$ cat src/rtl/cu_pkg.sv
// Shared encodings for the multi-cycle control unit: opcodes, ALU operation
// codes, PC/writeback source selects, FSM states and instruction classes.
package cu_pkg;

  // Opcodes 0..16 are R-type; the ALU operation equals the opcode.
  localparam logic [5:0] OP_R_LAST = 6'd16;
  localparam logic [5:0] OP_NOP    = 6'd17;
  localparam logic [5:0] OP_ADDI   = 6'd19;
  localparam logic [5:0] OP_SUBI   = 6'd20;
  localparam logic [5:0] OP_LI     = 6'd21;
  localparam logic [5:0] OP_LW     = 6'd22;
  localparam logic [5:0] OP_SW     = 6'd23;
  localparam logic [5:0] OP_BT     = 6'd24;
  localparam logic [5:0] OP_BF     = 6'd25;
  localparam logic [5:0] OP_J      = 6'd26;
  localparam logic [5:0] OP_JR     = 6'd27;
  localparam logic [5:0] OP_HLT    = 6'd28;
  localparam logic [5:0] OP_IN     = 6'd29;

  // ALU operation codes that the control unit issues by name.
  localparam logic [4:0] ALU_ADD = 5'd0;
  localparam logic [4:0] ALU_SUB = 5'd1;
  localparam logic [4:0] ALU_CMP = 5'd11;
  localparam logic [4:0] ALU_NOP = 5'd17;
  localparam logic [4:0] ALU_IMM = 5'd18;

  typedef enum logic [1:0] {
    PC_PLUS1 = 2'd0,
    PC_IMM   = 2'd1,
    PC_JUMP  = 2'd2,
    PC_REG   = 2'd3
  } pc_src_e;

  typedef enum logic [1:0] {
    WB_ALU = 2'd0,
    WB_MEM = 2'd1,
    WB_IN  = 2'd2
  } wb_sel_e;

  typedef enum logic [2:0] {
    S_FETCH,
    S_DECODE,
    S_EXECUTE,
    S_MEMORY,
    S_WRITEBACK,
    S_HALT,
    S_WAIT_IN
  } state_e;

  typedef enum logic [3:0] {
    CLS_ALU,
    CLS_LOAD,
    CLS_STORE,
    CLS_BT,
    CLS_BF,
    CLS_J,
    CLS_JR,
    CLS_HALT,
    CLS_IN,
    CLS_NOP,
    CLS_ILLEGAL
  } instr_cls_e;

endpackage

$ cat src/rtl/cu_decode.sv
// Combinational opcode decoder: instruction class plus the ALU operation and
// operand-2 source that EXECUTE will present to the ALU.
module cu_decode
  import cu_pkg::*;
(
  input  logic [5:0]  opcode_i,
  output instr_cls_e  cls_o,
  output logic [4:0]  alu_op_o,
  output logic        alu_src_o
);

  // Map the opcode to its class and ALU controls.
  always_comb begin
    // NOTE: every output gets a default first so no path leaves one unassigned (no latch).
    cls_o     = CLS_ILLEGAL;
    alu_op_o  = ALU_NOP;
    alu_src_o = 1'b0;
    if (opcode_i <= OP_R_LAST) begin
      cls_o    = CLS_ALU;
      alu_op_o = opcode_i[4:0];
    end else begin
      case (opcode_i)
        OP_NOP:  cls_o = CLS_NOP;
        OP_ADDI: begin cls_o = CLS_ALU;   alu_op_o = ALU_ADD; alu_src_o = 1'b1; end
        OP_SUBI: begin cls_o = CLS_ALU;   alu_op_o = ALU_SUB; alu_src_o = 1'b1; end
        OP_LI:   begin cls_o = CLS_ALU;   alu_op_o = ALU_IMM; alu_src_o = 1'b1; end
        OP_LW:   begin cls_o = CLS_LOAD;  alu_op_o = ALU_ADD; alu_src_o = 1'b1; end
        OP_SW:   begin cls_o = CLS_STORE; alu_op_o = ALU_ADD; alu_src_o = 1'b1; end
        OP_BT:   begin cls_o = CLS_BT;    alu_op_o = ALU_CMP; end
        OP_BF:   begin cls_o = CLS_BF;    alu_op_o = ALU_CMP; end
        OP_J:    cls_o = CLS_J;
        OP_JR:   cls_o = CLS_JR;
        OP_HLT:  cls_o = CLS_HALT;
        OP_IN:   cls_o = CLS_IN;
        default: cls_o = CLS_ILLEGAL;
      endcase
    end
  end

endmodule

$ cat src/rtl/control_unit.sv
// Multi-cycle control unit: FETCH/DECODE/EXECUTE sequencer with memory wait
// and timeout, input-port wait, halt, and illegal-opcode fault reporting.
module control_unit
  import cu_pkg::*;
#(
  parameter int MEM_TIMEOUT = 255
) (
  input  logic        Fast_Clock,
  input  logic        Reset_n,
  input  logic [31:0] Instruction,
  input  logic        True,
  input  logic        Mem_Ready,
  input  logic        In_Valid,
  input  logic        Resume,
  output logic        Instr_Load,
  output logic        PC_Write,
  output logic [1:0]  PC_Src,
  output logic [4:0]  ALU_Op,
  output logic        ALU_Src,
  output logic        Reg_Write,
  output logic        Mem_Read,
  output logic        Mem_Write,
  output logic [1:0]  WB_Sel,
  output logic        In_Ack,
  output logic        Halted,
  output logic        Fault
);

  localparam int CNT_W = (MEM_TIMEOUT > 0) ? $clog2(MEM_TIMEOUT + 1) : 1;
  localparam logic [CNT_W-1:0] TIMEOUT_CNT = CNT_W'(MEM_TIMEOUT);

  state_e           state_q, state_d;
  logic             run_q, run_d;        // low until the first edge after reset
  logic [5:0]       opcode_q, opcode_d;  // opcode captured when the IR loads
  logic [4:0]       alu_op_q, alu_op_d;
  logic             alu_src_q, alu_src_d;
  logic [CNT_W-1:0] wait_cnt_q, wait_cnt_d;

  instr_cls_e dec_cls;
  logic [4:0] dec_alu_op;
  logic       dec_alu_src;

  // Operand fields go straight to the datapath; only the opcode is used here.
  logic unused_instr_bits;
  assign unused_instr_bits = ^Instruction[25:0];

  assign ALU_Op  = alu_op_q;
  assign ALU_Src = alu_src_q;

  cu_decode u_decode (
    .opcode_i  (opcode_q),
    .cls_o     (dec_cls),
    .alu_op_o  (dec_alu_op),
    .alu_src_o (dec_alu_src)
  );

  // State, captured opcode, registered ALU controls and memory wait counter.
  always_ff @(posedge Fast_Clock or negedge Reset_n) begin
    if (!Reset_n) begin
      state_q    <= S_FETCH;
      run_q      <= 1'b0;
      opcode_q   <= OP_NOP;
      alu_op_q   <= ALU_NOP;
      alu_src_q  <= 1'b0;
      wait_cnt_q <= '0;
    end else begin
      // NOTE: non-blocking assignments so all registers update together from pre-edge values.
      state_q    <= state_d;
      run_q      <= run_d;
      opcode_q   <= opcode_d;
      alu_op_q   <= alu_op_d;
      alu_src_q  <= alu_src_d;
      wait_cnt_q <= wait_cnt_d;
    end
  end

  // Next-state logic and per-state control outputs.
  always_comb begin
    state_d    = state_q;
    run_d      = 1'b1;
    opcode_d   = opcode_q;
    alu_op_d   = ALU_NOP;
    alu_src_d  = 1'b0;
    wait_cnt_d = '0;
    Instr_Load = 1'b0;
    PC_Write   = 1'b0;
    PC_Src     = PC_PLUS1;
    Reg_Write  = 1'b0;
    Mem_Read   = 1'b0;
    Mem_Write  = 1'b0;
    WB_Sel     = WB_ALU;
    In_Ack     = 1'b0;
    Halted     = 1'b0;
    Fault      = 1'b0;

    case (state_q)
      S_FETCH: begin
        // The first edge after reset only arms the sequencer.
        if (run_q) begin
          Instr_Load = 1'b1;
          PC_Write   = 1'b1;
          PC_Src     = PC_PLUS1;
          opcode_d   = Instruction[31:26];
          state_d    = S_DECODE;
        end
      end

      S_DECODE: begin
        alu_op_d  = dec_alu_op;
        alu_src_d = dec_alu_src;
        state_d   = S_EXECUTE;
      end

      S_EXECUTE: begin
        state_d = S_FETCH;
        case (dec_cls)
          CLS_ALU:             state_d = S_WRITEBACK;
          CLS_LOAD, CLS_STORE: state_d = S_MEMORY;
          CLS_BT: begin
            if (True) begin
              PC_Write = 1'b1;
              PC_Src   = PC_IMM;
            end
          end
          CLS_BF: begin
            if (!True) begin
              PC_Write = 1'b1;
              PC_Src   = PC_IMM;
            end
          end
          CLS_J: begin
            PC_Write = 1'b1;
            PC_Src   = PC_JUMP;
          end
          CLS_JR: begin
            PC_Write = 1'b1;
            PC_Src   = PC_REG;
          end
          CLS_HALT:    state_d = S_HALT;
          CLS_IN:      state_d = S_WAIT_IN;
          CLS_ILLEGAL: Fault   = 1'b1;
          default:     ;
        endcase
      end

      S_MEMORY: begin
        if (wait_cnt_q == TIMEOUT_CNT) begin
          // Give up: requests drop, fault pulses, no writeback.
          Fault   = 1'b1;
          state_d = S_FETCH;
        end else begin
          Mem_Read  = (dec_cls == CLS_LOAD);
          Mem_Write = (dec_cls == CLS_STORE);
          if (Mem_Ready) begin
            state_d = (dec_cls == CLS_LOAD) ? S_WRITEBACK : S_FETCH;
          end else begin
            wait_cnt_d = wait_cnt_q + CNT_W'(1);
          end
        end
      end

      S_WRITEBACK: begin
        Reg_Write = 1'b1;
        WB_Sel    = (dec_cls == CLS_LOAD) ? WB_MEM : WB_ALU;
        state_d   = S_FETCH;
      end

      S_WAIT_IN: begin
        if (In_Valid) begin
          In_Ack    = 1'b1;
          Reg_Write = 1'b1;
          WB_Sel    = WB_IN;
          state_d   = S_FETCH;
        end
      end

      S_HALT: begin
        Halted = 1'b1;
        if (Resume) state_d = S_FETCH;
      end

      default: state_d = S_FETCH;
    endcase
  end

endmodule

$ cat config.mk
export PLATFORM = sky130hd
export DESIGN_NAME = control_unit
export DESIGN_NICKNAME = d
export VERILOG_FILES = /design/src/rtl/cu_pkg.sv /design/src/rtl/cu_decode.sv /design/src/rtl/control_unit.sv
export SDC_FILE = /design/constraint.sdc
export NUM_CORES = 1
export LEC_CHECK = 0
export CAP_MARGIN = 5
export CELL_PAD_IN_SITES_DETAIL_PLACEMENT = 0
export CELL_PAD_IN_SITES_GLOBAL_PLACEMENT = 1
export CORE_UTILIZATION = 32
export DETAILED_ROUTE_END_ITERATION = 12
export GPL_TIMING_DRIVEN = 1
export PLACE_DENSITY_LB_ADDON = 0.1
export SLEW_MARGIN = 20
export SYNTH_ARGS = -nofsm -noshare
export SYNTH_HDL_FRONTEND = slang
export SYNTH_SLANG_ARGS = --single-unit
$ cat constraint.sdc
create_clock -name Fast_Clock -period 2 [get_ports Fast_Clock]
set_input_delay 0.4 -clock Fast_Clock [delete_from_list [all_inputs] [get_ports Fast_Clock]]
set_output_delay 0.4 -clock Fast_Clock [all_outputs]
set_load 0.01 [all_outputs]
==> results.md <==
* P per Cell Area at between 1000 and 1500 nW/um^2
* I/O pin count at 56
* Crit-path slowest cell: dfrtp_1
* Detailed placement HPWL at 2730 um
* Register bit total from synthesis at 24
* Crit path DAT at 1.60 ns
* Synth top area share at 0.335
* Inst Count DP at 259
* Crit. End Element: output port
* Final core occ at 0.507
* Critical path, cell by cell: nor4b_4, nand2_1, or2_4, o21bai_1, buf_2
* Gpl congestion at 0.836
* Cell row count at 24
* Final setup vio count at 1
* Cell taking the most area after synthesis: dfrtp_1
* Drc violations at 0
* Placeable Area at between 4000 and 5000 um^2
* Initial antenna violation count at 0
* First-pass GRT wire length at 6030 um
* Met2 Wirelength at 1810 um
* WL per Instance at roughly 13 um
* Nets@finish at 262
* Setup crit start kind: flop
* Met3 WL at around 76 um
* Reg-to-reg slack, setup at 0.30 ns
* Highest metal used: met4
* Root buffer cell: clkbuf_8
* Failing checks: negative setup slack
* Critical path type: reg -> out
* Initial Util at 0.338
* EDFF count, synth at 0
* Worst IR drop on VDD at about 590 uV
* Die area at 4940 um^2
* Final WL at 3610 um
* I/O Buffers at 29
* Period utilisation layout at 1.00
* Status: complete, but fails checks
* Vias/cell at 4.84
* Max clock buf depth at 2
* Crit path largest cell delay at 0.42 ns
* Die height at 70.3 um
* Tmin final at 2.00 ns
* Syn_nets at 196
* Post-Layout Cell Count at 274
* Crit path required time at 1.60 ns
* Setup slack after layout at -0.000564 ns
* TritonCTS Buffers at 3
* Top-count cell post-synth: dfrtp_1
* Top post-synthesis cells by count: 20 x dfrtp_1, 19 x nor2_1, 12 x nand2_1
* Netlist cell types at between 50 and 60
* Clk_lat worst skew at 0.27 ns
* Sequential fraction of the synthesis area at 0.406
* Remaining global-route overflow at 0
* Via count at 1325
* Layout Skew at 0.00189 ns
* P&R area growth vs syn at 50.0%
* Pre-antenna DRT Iters at 4
* Avg Cell Area, Syn at around 9.5 um^2
* TritonCTS Sinks at 24
* CTS tree: built
* Post-Synthesis Cells at approximately 160
* RSZ-0062 raised after global routing: yes
* Leak at between 0.0009 and 0.001 uW
* Synth area leaders: dfrtp_1 34%, dfstp_2 7.0%, nor2_1 4.8%
* H-tree levels at 1
* Largest fanout on the critical path at 2
* Total Routing Usage GR at 0.152
* Syn. warnings at 0
* Largest net degree at the start of global routing at 25
* Max Cap Violations at 0
* FFs w/ async S/R, synth at 1.00
* Filler cells at 417
* DRT met1 WL at 1690 um
* Share of layout cells above drive strength 1 at 0.383
* Fmax at 0.500 GHz
* Ys flop type: dfrtp_1
* Die Span X at 70.3 um
* Final hold violation count at 0
* Synth Cell Area at between 1000 and 1500 um^2
* Hold crit path type: in -> async
* Slew Viols, Final at 0
* Antenna-violating nets left at 0
* Diode count at 0
* CTS clk-pin slew, worst paths at 0.09 ns
* Initial DRC Count at 25
* Vias in the first global route at 1292
## worst max-delay path, delay by kind of cell (launching register included)
kind                   cells  cell delay [ns]
AO/OA/AOI/OAI              1             0.12
AND/OR/NAND/NOR            3             0.65
flip-flops                 1             0.42
buffers and inverters      1             0.14
## path summary, 6_finish.rpt
kind,from,end,depth (start not counted)
hold reg to reg,wait_cnt_q[7],wait_cnt_q[7],2
setup / recovery,opcode_q[5],PC_Write,5
hold / removal,Reset_n,wait_cnt_q[0],2
max in group asynchronous,Reset_n,opcode_q[4],2
min in group Fast_Clock,wait_cnt_q[7],wait_cnt_q[7],2
setup reg to reg,wait_cnt_q[1],state_q[1],7
## layout make-up
class,instances,area (um^2),share of cell area
Multi-Input combinational cell,118,901,0.402
Clock buffer,4,55.1,0.0246
Sequential cell,24,608,0.272
Inverter,5,18.8,0.00838
Timing Repair Buffer,71,592,0.264
Tap cell,52,65.1,0.0291
## stage by stage
| stage | setup slack (ns) | hold slack, ns | cell area, um^2 | power (uW) | setup TNS, ns |
|---|---|---|---|---|---|
| 2_1_floorplan | 0.257 | 0.104 | 1490 | 1700 | 0 |
| 3_3_place_gp | -0.199 | 0.524 | 2020 | 2320 | -0.974 |
| 3_5_place_dp | -0.237 | 0.548 | 2020 | 2340 | -1.12 |
| 4_1_cts | -0.0231 | 0.500 | 2180 | 2830 | -0.0313 |
| 5_1_grt | -0.111 | 0.528 | 2240 | 3160 | -0.207 |
| 6_report | -0.000564 | 0.488 | 2240 | 2950 | -0.000564 |
## layout by cell type (no fill, tap or decap), drive strengths merged, types with 3 or more instances in the layout
cell	Yosys	final
nand2	12	12
clkbuf	2	6
or3	3	3
mux2	6	6
o21a	3	3
a21oi	7	7
xnor2	5	5
nor2b	3	3
dfstp	4	4
o21ai	7	7
inv	5	5
o21bai	3	3
nor4	3	3
clkdlybuf4s50	0	17
nand2b	6	6
nor3	3	3
dlygate4sd2	0	5
nand4	3	3
buf	8	47
xor2	5	5
dfrtp	20	20
nand3	4	4
nor2	19	19
## what timing repair did
item                                    CTS  global route
endpoints found under the hold margin     0             0
buffers inserted                          7             4
gates resized for setup                  42            10
pin swaps                                 9             7
hold buffers                              0             0
endpoints found under the setup margin   12             8
## per-layer routing
metal / vias to the layer above / global-route usage
met5: - / 0
met1: 628 / 0.205
met3: 4 / 0.0173
met2: 15 / 0.259
met4: 0 / 0.0333
li1: 678 / -
## power breakdown
part,internal (uW),switching (uW),leakage [uW]
clock network,176,157,0.0000288
logic,1010,819,0.000647
registers,637,148,0.000304
## sequential cells by signal, indices dropped and copies added (netlist names)
signal and cells:
ALU_Src 1, ALU_Op 5, run_q 1, wait_cnt_q 8, opcode_q 6, state_q 3
## cells by family (layout without fill, tap and decap cells)
logic type / Yosys count / in the layout / synth area share
buf+inv: 15 / 80 / 0.0520
fa+ha+maj: 1 / 1 / 0.00838
compound gates: 30 / 30 / 0.151
simple gates: 69 / 69 / 0.270
other cells: 1 / 1 / 0.00251
xor+xnor: 10 / 10 / 0.0587
flops: 24 / 24 / 0.406
mux: 7 / 7 / 0.0520
Note: power is estimated with default switching activity, not from simulation.
